### config.mk
export PLATFORM = sky130hd
export DESIGN_NAME = turbo_rsc_pair_encoder_flat
export DESIGN_NICKNAME = d
export VERILOG_FILES = /design/src/rtl/turbo_rsc_pair_encoder_pkg.sv /design/src/rtl/turbo_rsc_pair_encoder_if.sv /design/src/rtl/turbo_rsc_pair_encoder_rsc_encoder.sv /design/src/rtl/turbo_rsc_pair_encoder.sv /design/src/flat_wrapper.sv
export SDC_FILE = /design/constraint.sdc
export NUM_CORES = 1
export LEC_CHECK = 0
export ABC_AREA = 1
export CELL_PAD_IN_SITES_DETAIL_PLACEMENT = 0
export CELL_PAD_IN_SITES_GLOBAL_PLACEMENT = 2
export CORE_MARGIN = 1.5
export CORE_UTILIZATION = 37
export CTS_BUF_LIST = sky130_fd_sc_hd__clkbuf_16
export CTS_CLUSTER_DIAMETER = 200
export CTS_CLUSTER_SIZE = 12
export DETAILED_ROUTE_END_ITERATION = 10
export PLACE_DENSITY = 0.94
export SLEW_MARGIN = 20
export SYNTH_ARGS = -nofsm -noshare
export SYNTH_HDL_FRONTEND = slang
export SYNTH_HIERARCHICAL = 1
export SYNTH_SLANG_ARGS = --single-unit
### constraint.sdc
create_clock -name clock -period 3.05 [get_ports clock]
set_input_delay 0.61 -clock clock [delete_from_list [all_inputs] [get_ports clock]]
set_output_delay 0.61 -clock clock [all_outputs]
set_load 0.02 [all_outputs]
### src/rtl/turbo_rsc_pair_encoder_pkg.sv
// rtl/turbo_rsc_pair_encoder_pkg.sv - shared constants and FSM encoding for the turbo RSC pair encoder
package turbo_rsc_pair_encoder_pkg;

    localparam int K_SMALL = 1056;
    localparam int K_LARGE = 6144;
    localparam int CNT_W   = 13;

    // Each trellis needs three termination steps
    localparam logic [1:0] TAIL_LAST = 2'd2;

    typedef enum logic [1:0] {
        ST_IDLE  = 2'd0,
        ST_DATA  = 2'd1,
        ST_TAIL1 = 2'd2,
        ST_TAIL2 = 2'd3
    } state_t;

    // Index of the final information bit for the selected block size
    function automatic logic [CNT_W-1:0] k_last(input logic k_size_6144);
        return k_size_6144 ? CNT_W'(K_LARGE - 1) : CNT_W'(K_SMALL - 1);
    endfunction

endpackage

### src/rtl/turbo_rsc_pair_encoder_if.sv
// rtl/turbo_rsc_pair_encoder_if.sv - control, bit-serial input and encoded output bundle
interface turbo_rsc_pair_encoder_if;

    logic k_size_6144;
    logic start;
    logic bit_valid;
    logic ci;
    logic cpii;

    logic out_valid;
    logic d0;
    logic d1;
    logic d2;
    logic tail;
    logic busy;
    logic block_done;
    logic overrun;

    // Encoder side
    modport slave (
        input  k_size_6144, start, bit_valid, ci, cpii,
        output out_valid, d0, d1, d2, tail, busy, block_done, overrun
    );

    // Producer / consumer side
    modport master (
        output k_size_6144, start, bit_valid, ci, cpii,
        input  out_valid, d0, d1, d2, tail, busy, block_done, overrun
    );

endinterface

### src/rtl/turbo_rsc_pair_encoder_rsc_encoder.sv
// rtl/turbo_rsc_pair_encoder_rsc_encoder.sv - one 8-state RSC constituent encoder (g0=1+D^2+D^3, g1=1+D+D^3)
module rsc_encoder (
    input  logic clock,
    input  logic rst,
    input  logic en,
    input  logic term,
    input  logic clr,
    input  logic c,
    output logic x,
    output logic z
);

    logic r_r1;
    logic r_r2;
    logic r_r3;
    logic w_a;

    // Feedback bit, systematic/tail bit and parity from the current register state.
    // During termination the input is chosen as r2^r3 so the feedback bit becomes 0.
    always_comb begin
        w_a = term ? 1'b0 : (c ^ r_r2 ^ r_r3);
        x   = term ? (r_r2 ^ r_r3) : c;
        z   = w_a ^ r_r1 ^ r_r3;
    end

    // Shift register: clears at block start, advances only when enabled
    always_ff @(posedge clock or negedge rst) begin
        if (!rst) begin
            r_r1 <= 1'b0;
            r_r2 <= 1'b0;
            r_r3 <= 1'b0;
        end else if (clr) begin
            r_r1 <= 1'b0;
            r_r2 <= 1'b0;
            r_r3 <= 1'b0;
        end else if (en) begin
            r_r1 <= w_a;
            r_r2 <= r_r1;
            r_r3 <= r_r2;
        end
    end

endmodule

### src/rtl/turbo_rsc_pair_encoder.sv
// rtl/turbo_rsc_pair_encoder.sv - two RSC encoders with block FSM, trellis termination and registered outputs
module turbo_rsc_pair_encoder
    import turbo_rsc_pair_encoder_pkg::*;
(
    input  logic                     clock,
    input  logic                     rst,
    turbo_rsc_pair_encoder_if.slave  bus
);

    state_t             r_state;
    state_t             w_state_nxt;
    logic [CNT_W-1:0]   r_cnt;
    logic [CNT_W-1:0]   w_cnt_nxt;
    logic [CNT_W-1:0]   r_k_last;
    logic [CNT_W-1:0]   w_k_last_nxt;
    logic [1:0]         r_tcnt;
    logic [1:0]         w_tcnt_nxt;

    logic r_out_valid, w_out_valid_nxt;
    logic r_d0,        w_d0_nxt;
    logic r_d1,        w_d1_nxt;
    logic r_d2,        w_d2_nxt;
    logic r_tail,      w_tail_nxt;
    logic r_busy,      w_busy_nxt;
    logic r_done,      w_done_nxt;
    logic r_overrun,   w_overrun_nxt;

    logic w_en1, w_term1, w_en2, w_term2, w_clr;
    logic w_x1, w_z1, w_x2, w_z2;

    rsc_encoder u_enc1 (
        .clock (clock),
        .rst   (rst),
        .en    (w_en1),
        .term  (w_term1),
        .clr   (w_clr),
        .c     (bus.ci),
        .x     (w_x1),
        .z     (w_z1)
    );

    rsc_encoder u_enc2 (
        .clock (clock),
        .rst   (rst),
        .en    (w_en2),
        .term  (w_term2),
        .clr   (w_clr),
        .c     (bus.cpii),
        .x     (w_x2),
        .z     (w_z2)
    );

    // Next state, counters, encoder controls and next output values
    always_comb begin
        w_state_nxt     = r_state;
        w_cnt_nxt       = r_cnt;
        w_tcnt_nxt      = r_tcnt;
        w_k_last_nxt    = r_k_last;
        w_en1           = 1'b0;
        w_term1         = 1'b0;
        w_en2           = 1'b0;
        w_term2         = 1'b0;
        w_clr           = 1'b0;
        w_out_valid_nxt = 1'b0;
        w_d0_nxt        = 1'b0;
        w_d1_nxt        = 1'b0;
        w_d2_nxt        = 1'b0;
        w_tail_nxt      = 1'b0;
        w_done_nxt      = 1'b0;
        // busy is the state decode delayed like every other output, so it
        // drops one cycle after the block_done pulse
        w_busy_nxt      = (r_state != ST_IDLE);
        // Any bit offered while not accepting data is lost; flag it sticky
        w_overrun_nxt   = r_overrun | (bus.bit_valid && (r_state != ST_DATA));

        case (r_state)
            ST_IDLE: begin
                if (bus.start) begin
                    w_state_nxt   = ST_DATA;
                    w_k_last_nxt  = k_last(bus.k_size_6144);
                    w_cnt_nxt     = '0;
                    w_tcnt_nxt    = '0;
                    w_clr         = 1'b1;
                    // start clears the flag, but a bit in the same cycle is still lost
                    w_overrun_nxt = bus.bit_valid;
                end
            end

            ST_DATA: begin
                if (bus.bit_valid) begin
                    w_en1           = 1'b1;
                    w_en2           = 1'b1;
                    w_out_valid_nxt = 1'b1;
                    w_d0_nxt        = w_x1;
                    w_d1_nxt        = w_z1;
                    w_d2_nxt        = w_z2;
                    if (r_cnt == r_k_last) begin
                        w_state_nxt = ST_TAIL1;
                        w_cnt_nxt   = '0;
                        w_tcnt_nxt  = '0;
                    end else begin
                        w_cnt_nxt   = r_cnt + CNT_W'(1);
                    end
                end
            end

            ST_TAIL1: begin
                w_en1           = 1'b1;
                w_term1         = 1'b1;
                w_out_valid_nxt = 1'b1;
                w_tail_nxt      = 1'b1;
                w_d0_nxt        = w_x1;
                w_d1_nxt        = w_z1;
                if (r_tcnt == TAIL_LAST) begin
                    w_state_nxt = ST_TAIL2;
                    w_tcnt_nxt  = '0;
                end else begin
                    w_tcnt_nxt  = r_tcnt + 2'd1;
                end
            end

            ST_TAIL2: begin
                w_en2           = 1'b1;
                w_term2         = 1'b1;
                w_out_valid_nxt = 1'b1;
                w_tail_nxt      = 1'b1;
                w_d0_nxt        = w_x2;
                w_d1_nxt        = w_z2;
                if (r_tcnt == TAIL_LAST) begin
                    w_state_nxt = ST_IDLE;
                    w_tcnt_nxt  = '0;
                    w_done_nxt  = 1'b1;
                end else begin
                    w_tcnt_nxt  = r_tcnt + 2'd1;
                end
            end

            default: begin
                w_state_nxt = ST_IDLE;
            end
        endcase
    end

    // State, counters and registered outputs
    always_ff @(posedge clock or negedge rst) begin
        if (!rst) begin
            r_state     <= ST_IDLE;
            r_cnt       <= '0;
            r_tcnt      <= '0;
            r_k_last    <= '0;
            r_out_valid <= 1'b0;
            r_d0        <= 1'b0;
            r_d1        <= 1'b0;
            r_d2        <= 1'b0;
            r_tail      <= 1'b0;
            r_busy      <= 1'b0;
            r_done      <= 1'b0;
            r_overrun   <= 1'b0;
        end else begin
            r_state     <= w_state_nxt;
            r_cnt       <= w_cnt_nxt;
            r_tcnt      <= w_tcnt_nxt;
            r_k_last    <= w_k_last_nxt;
            r_out_valid <= w_out_valid_nxt;
            r_d0        <= w_d0_nxt;
            r_d1        <= w_d1_nxt;
            r_d2        <= w_d2_nxt;
            r_tail      <= w_tail_nxt;
            r_busy      <= w_busy_nxt;
            r_done      <= w_done_nxt;
            r_overrun   <= w_overrun_nxt;
        end
    end

    assign bus.out_valid  = r_out_valid;
    assign bus.d0         = r_d0;
    assign bus.d1         = r_d1;
    assign bus.d2         = r_d2;
    assign bus.tail       = r_tail;
    assign bus.busy       = r_busy;
    assign bus.block_done = r_done;
    assign bus.overrun    = r_overrun;

endmodule
### src/flat_wrapper.sv
// flat-port wrapper written by rule: the top's interface ports become plain ports
module turbo_rsc_pair_encoder_flat import turbo_rsc_pair_encoder_pkg::*;
  (clock, rst, bus_k_size_6144, bus_start, bus_bit_valid, bus_ci, bus_cpii, bus_out_valid, bus_d0, bus_d1, bus_d2, bus_tail, bus_busy, bus_block_done, bus_overrun);
  turbo_rsc_pair_encoder_if bus_i ();
  input  logic clock;
  input  logic rst;
  input wire logic [$bits(bus_i.k_size_6144)-1:0] bus_k_size_6144;
  input wire logic [$bits(bus_i.start)-1:0] bus_start;
  input wire logic [$bits(bus_i.bit_valid)-1:0] bus_bit_valid;
  input wire logic [$bits(bus_i.ci)-1:0] bus_ci;
  input wire logic [$bits(bus_i.cpii)-1:0] bus_cpii;
  output wire logic [$bits(bus_i.out_valid)-1:0] bus_out_valid;
  output wire logic [$bits(bus_i.d0)-1:0] bus_d0;
  output wire logic [$bits(bus_i.d1)-1:0] bus_d1;
  output wire logic [$bits(bus_i.d2)-1:0] bus_d2;
  output wire logic [$bits(bus_i.tail)-1:0] bus_tail;
  output wire logic [$bits(bus_i.busy)-1:0] bus_busy;
  output wire logic [$bits(bus_i.block_done)-1:0] bus_block_done;
  output wire logic [$bits(bus_i.overrun)-1:0] bus_overrun;
  assign bus_i.k_size_6144 = bus_k_size_6144;
  assign bus_i.start = bus_start;
  assign bus_i.bit_valid = bus_bit_valid;
  assign bus_i.ci = bus_ci;
  assign bus_i.cpii = bus_cpii;
  assign bus_out_valid = bus_i.out_valid;
  assign bus_d0 = bus_i.d0;
  assign bus_d1 = bus_i.d1;
  assign bus_d2 = bus_i.d2;
  assign bus_tail = bus_i.tail;
  assign bus_busy = bus_i.busy;
  assign bus_block_done = bus_i.block_done;
  assign bus_overrun = bus_i.overrun;
  turbo_rsc_pair_encoder u_core (.clock(clock), .rst(rst), .bus(bus_i));
endmodule
==> flow_summary.json <==
{
  "cts-root-buf": "clkbuf_16",
  "fin_util_pct": 45.8,
  "rsz0062_at_grt": "no",
  "rrSetupSlack_ns": 1.07,
  "dpl_worst_slack_ns": 0.859,
  "ys.warnings.count": 6,
  "insertion_delay_ns": 0.28,
  "cts_tree": "yes",
  "gp_congestion": 0.789,
  "layout_min_cycle_time_ns": 1.98,
  "synth_area_per_cell_sq_um": 7.64,
  "clk_path_buf_depth": 2,
  "slew-limit-headroom_pct": 70.8,
  "cp.arrival_ns": 2.18,
  "hold_end": "u_core/bus.overrun$_DFF_PN0_",
  "ir_drop_uv": 413,
  "place_hpwl_mm": 3.04,
  "outcome": "finished clean",
  "skew_ns": 0.00450,
  "wl_per_cell_microns": 11.8,
  "seq_area_frac_synth_pct": 40.6,
  "vias": 1660,
  "route.detailed.drc": 0,
  "fin_hold_ws_ns": 0.485,
  "viasPerCell": 4.65,
  "cts_resized": 0,
  "fin_nets": 299,
  "core_area_sq_um": 5200,
  "combPwrFrac_pct": 47.8,
  "synthToLayoutAreaGrowth_pct": 17.3,
  "max_freq_ghz": 0.506,
  "p_clk_share_pct": 22.6,
  "fp.dieH_microns": 77.1,
  "min_path_type": "flop to flop",
  "antennaDiodeCount": 0,
  "fin_crit_sh_pct": 64.8,
  "fin_tns_setup_ns": 0,
  "start_util_pct": 39.0,
  "ant_nets": 0,
  "track_usage_pct": 16.6,
  "grt_start_max_net_pins": 34,
  "p_leak_nw": 1.19,
  "finalSetupViolCount": 0,
  "cp.required_ns": 3.26,
  "r2r_start": "u_core/r_state[1]$_DFFE_PN0P_",
  "drive_gt1_share_pct": 13.6,
  "antenna_found_initial": 0,
  "cts.sinks": 33,
  "cts_made_buffers": 5,
  "power.density_nw_per_um2": 894,
  "synthCells": 266,
  "max_cap_violations": 0,
  "dr.pass1.iters": 4,
  "clk_pin_slew_ns": 0.05,
  "startpoint_type": "flop",
  "critPathMaxFanout": 12,
  "syn_nets": 279,
  "postCtsSetupBuffers": 0,
  "worst_pin_slew_ns": 0.438,
  "h-tree-depth": 2,
  "port_buffers": 14,
  "io_pins": 15,
  "row_count": 26,
  "power_frac_seq_pct": 29.6,
  "routed_wl_mm": 4.23,
  "yosysUniqueCellTypes": 28,
  "critPathCaptureType": "flop",
  "syn_area_sq_um": 2030,
  "grt_pass1_vias": 1702,
  "worstHoldStart": "u_core/bus.overrun$_DFF_PN0_",
  "swShare_pct": 43.1,
  "dieArea_sq_um": 5950,
  "slew_violations": 0,
  "ff2ff_path_depth": 8,
  "postCtsHoldBufs": 0,
  "grt_pass1_wl_mm": 7.76,
  "fin_ws_ns": 1.07,
  "grt_overflow": 0,
  "p_int_mw": 1.21,
  "hold_violations": 0,
  "die_w_microns": 77.1,
  "synth-seq-cells": 33,
  "drt_iter0_drc": 64,
  "switchingPower_mw": 0.918,
  "holdPathStages": 2,
  "r2r-end": "u_core/r_cnt[4]$_DFFE_PN0P_",
  "path_class": "flop to flop"
}
[cell families after synthesis]
kind of cell / count (synthesis) / synth area share [%]
and+or+nand+nor: 152 / 36.2
buffers and inverters: 47 / 9.67
DFF: 33 / 40.6
AOI/OAI and AO/OA: 22 / 7.20
xor gates and xnor gates: 6 / 2.59
adders and majority gates: 6 / 3.69
[metal layers]
layer	GRT usage [%]	part of all wire, %
met1	20.2	47
met2	27.3	48
met3	4.05	2.8
met4	8.18	2.0
met5	0	0
[how the worst max path moves through the flow]
stage / endpoint / start / slack (ns) / depth (start not counted)
global placement: u_core/r_cnt[10]$_DFFE_PN0P_ / bus_bit_valid / 0.90 / 10
detailed placement: u_core/r_cnt[4]$_DFFE_PN0P_ / bus_bit_valid / 0.86 / 9
CTS: u_core/r_cnt[4]$_DFFE_PN0P_ / u_core/r_state[1]$_DFFE_PN0P_ / 1.04 / 8
floorplan: u_core/r_cnt[9]$_DFFE_PN0P_ / u_core/r_state[1]$_DFFE_PN0P_ / 1.50 / 10
global route: u_core/r_cnt[4]$_DFFE_PN0P_ / u_core/r_state[1]$_DFFE_PN0P_ / 0.81 / 8
finish: u_core/r_cnt[4]$_DFFE_PN0P_ / u_core/r_state[1]$_DFFE_PN0P_ / 1.07 / 8
[Yosys cell counts (all sizes together)]
master  count  area, sq um
dfrtp      33          826
nand2      91          404
nand3      15          105
or2         1         6.26
ha          6         75.1
o21ai      11         62.6
inv        44          165
clkinv      1         8.76
a21oi       2         21.3
nand4       9         56.3
nor3        2         21.3
o21bai      2         15.0
buf         2         22.5
xor2        6         52.6
o22ai       4         25.0
a21boi      1         7.51
nor2       34          143
a22oi       2         15.0
[cell usage in the layout (no fill, tap or decap), drive strengths merged]
cell type,instances
nand4,9
nand3,15
nand2,91
o21ai,11
ha,6
nor2,34
a21oi,2
nor3,2
xor2,6
o22ai,4
or2,1
clkbuf,5
buf,1
a22oi,2
clkinv,3
dfrtp,33
inv,45
clkdlybuf4s50,14
o21bai,2
a21boi,1
[stage by stage]
step	instances	instance area (sq um)	power, mW
after floorplan	266	2030	1.43
after global placement	349	2240	1.66
after detailed placement	349	2240	1.66
after CTS	357	2380	2.16
after global routing	357	2380	2.32
final	357	2380	2.13
[critical path: stages, from the launching register on]
cell	delay, ns
dfrtp_1	0.41
inv_1	0.12
ha_1	0.37
inv_1	0.14
a21oi_4	0.34
nand2_1	0.16
o21ai_0	0.18
nand2_1	0.07
nor2_1	0.10
[flip-flops by register name, summed over array words and instances (netlist names), 2 cells and up]
signal           flops
u_core/r_k_last      2
u_core/r_tcnt        2
u_core/r_state       2
u_core/r_cnt        13
[area by class of cell]
cell class / count / area [sq um]
inverters: 45 / 174
flip-flops and latches: 33 / 826
multi-input cells: 186 / 1010
clock inverters: 3 / 13.8
repair buffers: 15 / 148
fillers: 552 / 2820
clock buffers: 5 / 125
well taps: 70 / 87.6
[power groups by stage]
stage / Clock (mW) / Sequential [mW] / Combinational (mW)
global route: 0.518 / 0.651 / 1.16
CTS: 0.502 / 0.632 / 1.03
global placement: 0 / 0.637 / 1.02
finish: 0.482 / 0.630 / 1.02
detailed placement: 0 / 0.635 / 1.03
floorplan: 0 / 0.670 / 0.762
(Power assumes the default switching activity.)
